File: src/rtl/discus_loader_pkg.sv
// Shared types and constants for the discus snoop-port loader.
package discus_loader_pkg;

  localparam int unsigned BYTE_W   = 8;
  localparam int unsigned LEN_BITS = 6;
  localparam int unsigned CNT_W    = LEN_BITS + 1;

  typedef enum logic [1:0] {
    OP_NOP   = 2'b00,
    OP_WRMEM = 2'b01,
    OP_WRPRG = 2'b10,
    OP_RDMEM = 2'b11
  } op_e;

  typedef enum logic [2:0] {
    CMD   = 3'd0,
    ADDR  = 3'd1,
    WDATA = 3'd2,
    RADDR = 3'd3,
    RDATA = 3'd4,
    ROUT  = 3'd5
  } state_e;

  // Command byte layout: opcode in the top two bits, burst length minus one below.
  typedef struct packed {
    op_e                 op;
    logic [LEN_BITS-1:0] len_m1;
  } cmd_t;

  // Burst length 1..64 from the encoded length field.
  function automatic logic [CNT_W-1:0] burst_len(input logic [LEN_BITS-1:0] len_m1);
    return CNT_W'(len_m1) + CNT_W'(1);
  endfunction

endpackage

File: src/rtl/discus_loader_if.sv
// Host byte stream, readback stream and discus snoop port bundled together.
interface discus_loader_if;
  import discus_loader_pkg::*;

  logic [BYTE_W-1:0] in_data;
  logic              in_valid;
  logic              in_ready;
  logic [BYTE_W-1:0] out_data;
  logic              out_valid;
  logic              out_ready;
  logic [BYTE_W-1:0] snoopa;
  logic [BYTE_W-1:0] snoopd;
  logic              snoopm;
  logic              snoopp;
  logic [BYTE_W-1:0] snoopq;

  // Loader side: consumes host bytes, produces readback and snoop traffic.
  modport slave (
    input  in_data, in_valid, out_ready, snoopq,
    output in_ready, out_data, out_valid, snoopa, snoopd, snoopm, snoopp
  );

  // Environment side: host link plus the discus memories.
  modport master (
    output in_data, in_valid, out_ready, snoopq,
    input  in_ready, out_data, out_valid, snoopa, snoopd, snoopm, snoopp
  );

endinterface

File: src/rtl/discus_loader_wdog.sv
// Idle-cycle watchdog: counts cycles without host input, flags expiry.
module discus_loader_wdog #(
  parameter int unsigned TIMEOUT = 4096,
  parameter int unsigned TO_W    = 13
) (
  input  logic clk,
  input  logic rst_n,
  input  logic inc_i,
  input  logic clr_i,
  output logic expire_o
);

  logic [TO_W-1:0] cnt_q, cnt_d;

  // Clear wins over increment so a state change always restarts the count.
  always_comb begin
    cnt_d = cnt_q;
    if (clr_i) begin
      cnt_d = '0;
    end else if (inc_i) begin
      cnt_d = cnt_q + TO_W'(1);
    end
  end

  // Counter register.
  always_ff @(posedge clk or negedge rst_n) begin
    if (!rst_n) begin
      cnt_q <= '0;
    end else begin
      cnt_q <= cnt_d;
    end
  end

  // Fires on the TIMEOUT-th consecutive idle cycle.
  assign expire_o = inc_i && (cnt_q == TO_W'(TIMEOUT - 1));

endmodule

File: src/rtl/discus_loader.sv
// Host command sequencer driving the discus snoop port for burst load and dump.
module discus_loader
  import discus_loader_pkg::*;
#(
  parameter int unsigned TIMEOUT = 4096,
  parameter int unsigned TO_W    = 13
) (
  input  logic             clk,
  input  logic             rst_n,
  discus_loader_if.slave   bus,
  output logic             busy,
  output logic             err,
  input  logic             err_clr
);

  state_e             state_q, state_d;
  op_e                op_q, op_d;
  logic [BYTE_W-1:0]  addr_q, addr_d;
  logic [CNT_W-1:0]   cnt_q, cnt_d;
  logic [BYTE_W-1:0]  snoopa_q, snoopa_d;
  logic [BYTE_W-1:0]  snoopd_q, snoopd_d;
  logic               snoopm_q, snoopm_d;
  logic               snoopp_q, snoopp_d;
  logic [BYTE_W-1:0]  out_data_q, out_data_d;
  logic               out_valid_q, out_valid_d;
  logic               err_q, err_d;

  cmd_t               cmd_c;
  logic               in_ready_c;
  logic               accept_c;
  logic               last_c;
  logic               wdog_inc_c;
  logic               wdog_clr_c;
  logic               expire_c;

  assign cmd_c      = cmd_t'(bus.in_data);
  assign in_ready_c = rst_n && ((state_q == CMD) || (state_q == ADDR) || (state_q == WDATA));
  assign accept_c   = bus.in_valid && in_ready_c;
  assign last_c     = (cnt_q == CNT_W'(1));

  // Watchdog only runs while a command is waiting on host bytes.
  assign wdog_inc_c = ((state_q == ADDR) || (state_q == WDATA)) && !bus.in_valid;
  assign wdog_clr_c = accept_c || (state_d != state_q);

  discus_loader_wdog #(
    .TIMEOUT (TIMEOUT),
    .TO_W    (TO_W)
  ) u_wdog (
    .clk      (clk),
    .rst_n    (rst_n),
    .inc_i    (wdog_inc_c),
    .clr_i    (wdog_clr_c),
    .expire_o (expire_c)
  );

  // State register.
  always_ff @(posedge clk or negedge rst_n) begin
    if (!rst_n) begin
      state_q <= CMD;
    end else begin
      state_q <= state_d;
    end
  end

  // Next-state logic.
  always_comb begin
    state_d = state_q;
    unique case (state_q)
      CMD: begin
        if (accept_c && (cmd_c.op != OP_NOP)) state_d = ADDR;
      end
      ADDR: begin
        if (expire_c) begin
          state_d = CMD;
        end else if (accept_c) begin
          if (op_q == OP_RDMEM) state_d = RADDR;
          else                  state_d = WDATA;
        end
      end
      WDATA: begin
        if (expire_c || (accept_c && last_c)) state_d = CMD;
      end
      RADDR: state_d = RDATA;
      RDATA: state_d = ROUT;
      ROUT: begin
        if (bus.out_ready) begin
          if (last_c) state_d = CMD;
          else        state_d = RADDR;
        end
      end
      default: state_d = CMD;
    endcase
  end

  // Datapath and output next values; strobes default low every cycle.
  always_comb begin
    op_d        = op_q;
    addr_d      = addr_q;
    cnt_d       = cnt_q;
    snoopa_d    = snoopa_q;
    snoopd_d    = snoopd_q;
    snoopm_d    = 1'b0;
    snoopp_d    = 1'b0;
    out_data_d  = out_data_q;
    out_valid_d = out_valid_q;
    unique case (state_q)
      CMD: begin
        if (accept_c) begin
          op_d  = cmd_c.op;
          cnt_d = burst_len(cmd_c.len_m1);
        end
      end
      ADDR: begin
        if (accept_c) addr_d = bus.in_data;
      end
      WDATA: begin
        if (accept_c) begin
          snoopa_d = addr_q;
          snoopd_d = bus.in_data;
          snoopm_d = (op_q == OP_WRMEM);
          snoopp_d = (op_q == OP_WRPRG);
          addr_d   = addr_q + BYTE_W'(1);
          cnt_d    = cnt_q - CNT_W'(1);
        end
      end
      RADDR: snoopa_d = addr_q;
      RDATA: begin
        out_data_d  = bus.snoopq;
        out_valid_d = 1'b1;
      end
      ROUT: begin
        if (bus.out_ready) begin
          out_valid_d = 1'b0;
          addr_d      = addr_q + BYTE_W'(1);
          cnt_d       = cnt_q - CNT_W'(1);
        end
      end
      default: ;
    endcase
    // An abort in the same cycle as a clear leaves the flag set.
    if (expire_c)     err_d = 1'b1;
    else if (err_clr) err_d = 1'b0;
    else              err_d = err_q;
  end

  // Datapath and output registers.
  always_ff @(posedge clk or negedge rst_n) begin
    if (!rst_n) begin
      op_q        <= OP_NOP;
      addr_q      <= '0;
      cnt_q       <= '0;
      snoopa_q    <= '0;
      snoopd_q    <= '0;
      snoopm_q    <= 1'b0;
      snoopp_q    <= 1'b0;
      out_data_q  <= '0;
      out_valid_q <= 1'b0;
      err_q       <= 1'b0;
    end else begin
      op_q        <= op_d;
      addr_q      <= addr_d;
      cnt_q       <= cnt_d;
      snoopa_q    <= snoopa_d;
      snoopd_q    <= snoopd_d;
      snoopm_q    <= snoopm_d;
      snoopp_q    <= snoopp_d;
      out_data_q  <= out_data_d;
      out_valid_q <= out_valid_d;
      err_q       <= err_d;
    end
  end

  assign bus.in_ready  = in_ready_c;
  assign bus.out_data  = out_data_q;
  assign bus.out_valid = out_valid_q;
  assign bus.snoopa    = snoopa_q;
  assign bus.snoopd    = snoopd_q;
  assign bus.snoopm    = snoopm_q;
  assign bus.snoopp    = snoopp_q;
  assign busy          = (state_q != CMD);
  assign err           = err_q;

endmodule

File: src/flat_wrapper.sv
// flat-port wrapper written by rule: the top's interface ports become plain ports
module discus_loader_flat import discus_loader_pkg::*;
#(
  parameter int unsigned TIMEOUT = 4096,
  parameter int unsigned TO_W    = 13
)
  (clk, rst_n, busy, err, err_clr, bus_in_data, bus_in_valid, bus_out_ready, bus_snoopq, bus_in_ready, bus_out_data, bus_out_valid, bus_snoopa, bus_snoopd, bus_snoopm, bus_snoopp);
  discus_loader_if bus_i ();
  input  logic clk;
  input  logic rst_n;
  output logic busy;
  output logic err;
  input  logic err_clr;
  input wire logic [$bits(bus_i.in_data)-1:0] bus_in_data;
  input wire logic [$bits(bus_i.in_valid)-1:0] bus_in_valid;
  input wire logic [$bits(bus_i.out_ready)-1:0] bus_out_ready;
  input wire logic [$bits(bus_i.snoopq)-1:0] bus_snoopq;
  output wire logic [$bits(bus_i.in_ready)-1:0] bus_in_ready;
  output wire logic [$bits(bus_i.out_data)-1:0] bus_out_data;
  output wire logic [$bits(bus_i.out_valid)-1:0] bus_out_valid;
  output wire logic [$bits(bus_i.snoopa)-1:0] bus_snoopa;
  output wire logic [$bits(bus_i.snoopd)-1:0] bus_snoopd;
  output wire logic [$bits(bus_i.snoopm)-1:0] bus_snoopm;
  output wire logic [$bits(bus_i.snoopp)-1:0] bus_snoopp;
  assign bus_i.in_data = bus_in_data;
  assign bus_i.in_valid = bus_in_valid;
  assign bus_i.out_ready = bus_out_ready;
  assign bus_i.snoopq = bus_snoopq;
  assign bus_in_ready = bus_i.in_ready;
  assign bus_out_data = bus_i.out_data;
  assign bus_out_valid = bus_i.out_valid;
  assign bus_snoopa = bus_i.snoopa;
  assign bus_snoopd = bus_i.snoopd;
  assign bus_snoopm = bus_i.snoopm;
  assign bus_snoopp = bus_i.snoopp;
  discus_loader #(.TIMEOUT(TIMEOUT), .TO_W(TO_W)) u_core (.clk(clk), .rst_n(rst_n), .bus(bus_i), .busy(busy), .err(err), .err_clr(err_clr));
endmodule
File: config.mk
export PLATFORM = sky130hd
export DESIGN_NAME = discus_loader_flat
export DESIGN_NICKNAME = d
export VERILOG_FILES = /design/src/rtl/discus_loader_pkg.sv /design/src/rtl/discus_loader_if.sv /design/src/rtl/discus_loader_wdog.sv /design/src/rtl/discus_loader.sv /design/src/flat_wrapper.sv
export SDC_FILE = /design/constraint.sdc
export NUM_CORES = 1
export LEC_CHECK = 0
export BUFFER_PORTS_ARGS = -buffer_cell sky130_fd_sc_hd__buf_2
export CAP_MARGIN = 5
export CORE_MARGIN = 10
export CORE_UTILIZATION = 53
export DETAILED_ROUTE_END_ITERATION = 16
export GPL_TIMING_DRIVEN = 1
export PLACE_DENSITY_LB_ADDON = 0.3
export SLEW_MARGIN = 20
export SYNTH_ARGS = -nofsm -noshare
export SYNTH_HDL_FRONTEND = slang
export SYNTH_SLANG_ARGS = --single-unit
File: constraint.sdc
create_clock -name clk -period 4.5 [get_ports clk]
set_input_delay 0.45 -clock clk [delete_from_list [all_inputs] [get_ports clk]]
set_output_delay 0.45 -clock clk [all_outputs]
set_load 0.02 [all_outputs]
# Yosys cells after proc, flatten, opt, wreduce, memory -nomap -nowiden

Index checks and enable logic that the tools add are counted.

Add/subtract/negate cells: 4
$mul: 0
Div/mod/pow operators: 0
Order comparisons: 0
Equal/unequal tests: 15
Shift operators: 0
Mux-type cells: 28
Bitwise gates (word level): 0
Reduce and logical (&&, ||, !) cells: 27

Operators with widths:

| kind                  | count |
|---|---|
| $mux 8                | 4 |
| $mux 13               | 2 |
| $pmux 8 s3            | 1 |
| $mux 7                | 3 |
| $pmux 7 s3            | 1 |
| $pmux 3 s6            | 1 |
| $pmux 8 s2            | 1 |
| $mux 3                | 5 |
| $add 13x1->13 const B | 1 |
| $eq 13x12->1 const B  | 1 |
| $reduce_bool 2->1     | 5 |
| $reduce_bool 3->1     | 3 |
| $add 8x1->8 const B   | 1 |
| $mux 1                | 8 |
| $reduce_and 2->1      | 4 |
| $reduce_and 4->1      | 2 |
| $add 6x1->7 const B   | 1 |
| $eq 7x1->1 const B    | 1 |
| $sub 7x1->7 const B   | 1 |
| $eq 3x2->1 const B    | 2 |
| $eq 3x3->1 const B    | 2 |
| $logic_and 1x1->1     | 6 |
| $ne 2x1->1 const B    | 3 |
| $logic_or 1x1->1      | 5 |
| 9 further kinds       | 10 |

Flip-flop bits (word level): 61
Bits in latches: 0
Memory bits (writable): 0
ROM bits: 0
Bits of input ports: 21
Output and inout port bits: 30
Logic and storage cells: 86
Memories kept: 0

# Logic depth before layout (Yosys ltp)

Depth in word-level cells: 12
Mapped depth: 7
Depth with buffers taken out: 6

# Modules after synthesis

Synthesis repeated with hierarchy kept, for this count alone.

Cell total of the unflattened synthesis: 297
Area, all modules: 3179.3 um2

By module, submodules not included:

| module             | instances | cells each | area an instance (um2) | sequential area each (um2) |
|---|---|---|---|---|
| discus_loader      | 1         | 234        | 2532.4                 | 1201.2 |
| discus_loader_wdog | 1         | 63         | 646.9                  | 325.3 |

# Worst setup path before layout

No wires, ideal clock.

Path kind: input-to-reg
Start point: in rst_n
End point: reg u_core.addr_q[5]
Library setup time: 121 ps
Arrival: 1549 ps
Data required time: 4379 ps
Setup slack: 2830 ps
Stages: 7
Path buffers: 3
Cells stage by stage: and2_1 -> buf_6 -> and3_1 -> buf_2 -> or2_1 -> buf_2 -> a22o_1

Longest elaborated chain between the ends: 4
Elaborated cells between the ends (all ways): 5
Those cells by class: eq/ne (2); reduce/logical (3)

RTL lines:

| element                             | RTL line             | text |
|---|---|---|
| start, declared                     | flat_wrapper.sv:10   | `input logic rst_n;` |
| $logic_and 1x1->1 *                 | discus_loader.sv:37  | `assign in_ready_c = rst_n && ((state_q == CMD) \|\| (state_q == ADDR) \|\| (state_q == WDATA));` |
| $logic_and 1x1->1 *                 | discus_loader.sv:38  | `assign accept_c = bus.in_valid && in_ready_c;` |
| $ne 2x1->1 (no source line)         | -                    |  |
| $reduce_and 4->1 (no source line) * | -                    |  |
| end signal, assigned                | discus_loader.sv:161 | `addr_q <= addr_d;` |
| end, declared                       | discus_loader.sv:18  | `logic [BYTE_W-1:0] addr_q, addr_d;` |

Every way passes the cells marked *; elsewhere a longest branch is shown, timed or not.
A chain may end at the register's enable or synchronous reset.

# Final worst setup path

Start point: reg u_core.state_q[0]
End point: reg u_core.addr_q[5]

Longest elaborated chain between the ends: 7
Elaborated cells between the ends (all ways): 14
Those cells by class: eq/ne (6); mux (1); reduce/logical (7)

RTL lines:

| element                                       | RTL line                                  | text |
|---|---|---|
| start, declared                               | discus_loader.sv:16                       | `state_e state_q, state_d;` |
| start signal, assigned                        | discus_loader.sv:61                       | `state_q <= state_d;` |
| $eq 3x1->1 or $logic_not 3->1 (tied branches) | discus_loader.sv:37, discus_loader.sv:106 |  |
| $logic_or 1x1->1 (2 in series)                | discus_loader.sv:37                       |  |
| $logic_and 1x1->1                             | discus_loader.sv:37                       |  |
| $logic_and 1x1->1                             | discus_loader.sv:38                       |  |
| $ne 2x1->1 (no source line)                   | -                                         |  |
| $reduce_and 4->1 (no source line)             | -                                         |  |

Parallel ways exist; a longest one is shown, timed or not.

==> metrics <==
vias in the first global route 2503; slew of the pin with the lowest slew margin 0.7980 ns; Hold Vio Cnt, Final 0; n_diodes 0; largest net degree at the start of global routing 65; Die Ht 97.76 um; cts bufs inserted 9; Synth Area in XOR/XNOR 3.592%; clock sink count 61; Clk Latency, worst-skew pair 0.34 ns; Max Clock Skew 0.01143 ns; max_slew headroom 46.80%; Final setup viols 0; synth unique cells 63; total grt overflow 0; WP data arrival 2.49 ns; status finished, final reports clean; final WL 7490 um; TritonCTS clock tree done; post-detail-place hpwl 5208 um; Yosys reg bits 61; critical path class flip-flop to flip-flop; die area 9556 um^2; die width 97.76 um; Pwr Density 642.9 nW/um^2; Mapped Cells 309; Post-Synth Adder-Cell Area 1.952%; Largest stage delay, worst path 0.65 ns; share of layout cells above drive strength 1 25.48%; Synth area leader dfrtp_1; CP required 4.73 ns; CTS Root Cell clkbuf_8; most frequent cell after synthesis dfrtp_1; synth-to-layout area growth 13.32%; Synth Area in Compound Gates 14.53%; main flop type after synthesis dfrtp_1; Total GRT Usage 15.44%; core box area 5886 um^2; Hold WS 0.2858 ns; initial antenna violation count 0; sequential-to-total area share from yosys stat 47.64%; setup TNS 0 ns; CP top delay family simple AND/OR/NAND/NOR gates; Avg Cell Area, Syn 10.37 um^2; sequence of cells on the critical path nor2_1 -> and3_1 -> a2bb2o_1 -> a22o_1; Residual DRC 0; PostCTS Resize Cnt 0; crit path buf inv count 0; Post-DRT Antenna Nets 0; mux contribution to synthesized area 6.950%; yosys warns 0; Fmax 441.5 MHz; synth cell count leaders 61 x dfrtp_1, 37 x nand2_1, 18 x mux2_2; post-route minimum period 2.265 ns; Register Area 1526 um^2; CTS max path bufs 2; 1st-iter DRT viols 218; global placement routability congestion 0.8383; largest family of logic cells by synthesized area simple AND/OR/NAND/NOR gates; nets@finish 383; Synth area leaders dfrtp_1 48%, mux2_2 6.3%, nand2_1 4.3%; Multi-input gate area 1549 um^2; Post-CTS Setup Inserts 0; Post-synth EDFFs 0; Startpoint Class flip-flop; Tot Pwr 2.334 mW; CP max FO 19; Worst Hold Class primary input to async pin; CP endpoint kind flip-flop; vias per cell 5.908; Filler cells 506; max cap viols 0; simple-gate share of the synthesized area 21.32%; wire per inst 17.18 um; crit share post-route 50.34%; Yosys top cell area share 47.64%; # rows 28; Crit-path slowest cell dfrtp_1; asr flop ratio synth 100.0%; TritonRoute pass-1 iters 5; RSZ-0062 raised after global routing no; Max H-tree Level 3; LEAKAGE 1.696 nW; Cell Area, Synth 3204 um^2; initial core utilization 54.44%; maximum vdd drop 331.9 uV; clk slew on worst S/H paths 0.07 ns; I/O pin total 51; routed vias 2576; IO buf count 50; final max-slew violation count 0; global-route wire length before repair 12320 um; Mapped Nets 335; number of hold buffers added after CTS 0
[through the flow]
step / instances / utilization [%] / cell area (um^2) / worst slack [ns]
final: 436 / 61.69 / 3631 / 2.235
after global routing: 436 / 61.69 / 3631 / 2.119
after CTS: 436 / 61.69 / 3631 / 2.281
after detailed placement: 421 / 58.99 / 3472 / 1.962
after global placement: 421 / 58.99 / 3472 / 2.007
after floorplan: 309 / - / 3204 / 2.830
[layer usage]
layer	vias to the layer above	GRT usage, %	routed length [um]
li1	1228	-	-
met1	1266	19.51	3479
met2	72	24.12	3522
met3	10	4.158	374
met4	0	7.047	114
met5	-	0	0
[kinds of logic after synthesis]
family,count (synthesis)
AND/OR/NAND/NOR,120
AO/OA/AOI/OAI,66
flip-flops,61
buffers and inverters,26
multiplexers,20
XOR/XNOR,11
adder cells (fa/ha/maj),5
[state kept, by name, summed over array words and instances, names as in the netlist, 2 cells and up]
register / cells
u_core.addr_q: 8
u_core.bus.out_data: 8
u_core.bus.snoopa: 8
u_core.bus.snoopd: 8
u_core.cnt_q: 7
u_core.op_q: 2
u_core.state_q: 3
u_core.u_wdog.cnt_q: 13
[cell usage in the layout (no fill, tap or decap), types with 9 or more instances in the layout]
master	Yosys	layout
dfrtp_1	61	61
buf_2	10	50
nand2_1	37	37
mux2_2	18	18
nor2_1	14	14
inv_1	12	12
nand3_1	12	12
o21ai_0	11	11
o22ai_1	10	10
clkbuf_8	0	10
and3_1	9	9
a21oi_1	9	9
[path summary, 6_finish.rpt]
path | depth (start not counted) | slack (ns) | to | from
worst max register to register | 4 | 2.23 | u_core.addr_q[5] | u_core.state_q[0]
min in group clk | 2 | 0.31 | u_core.err | err_clr
worst min-delay path | 2 | 0.29 | u_core.bus.snoopd[4] | rst_n
worst min register to register | 2 | 0.47 | u_core.bus.snoopd[7] | u_core.bus.snoopd[7]
worst max-delay path | 4 | 2.23 | u_core.addr_q[5] | u_core.state_q[0]
max in group asynchronous | 2 | 3.67 | u_core.state_q[1] | rst_n
[layout make-up]
type | count | share of cell area [%]
multi-input cells | 222 | 42.66
clock inverters | 2 | 0.2757
clock buffers | 13 | 4.101
repair buffers | 51 | 7.099
inverters | 12 | 1.241
well taps | 75 | 2.584
flip-flops and latches | 61 | 42.04
[power by group]
part | internal, mW | switching [mW]
clock | 0.211 | 0.207
sequential | 0.746 | 0.205
combinational | 0.398 | 0.568
(Power assumes the default switching activity.)
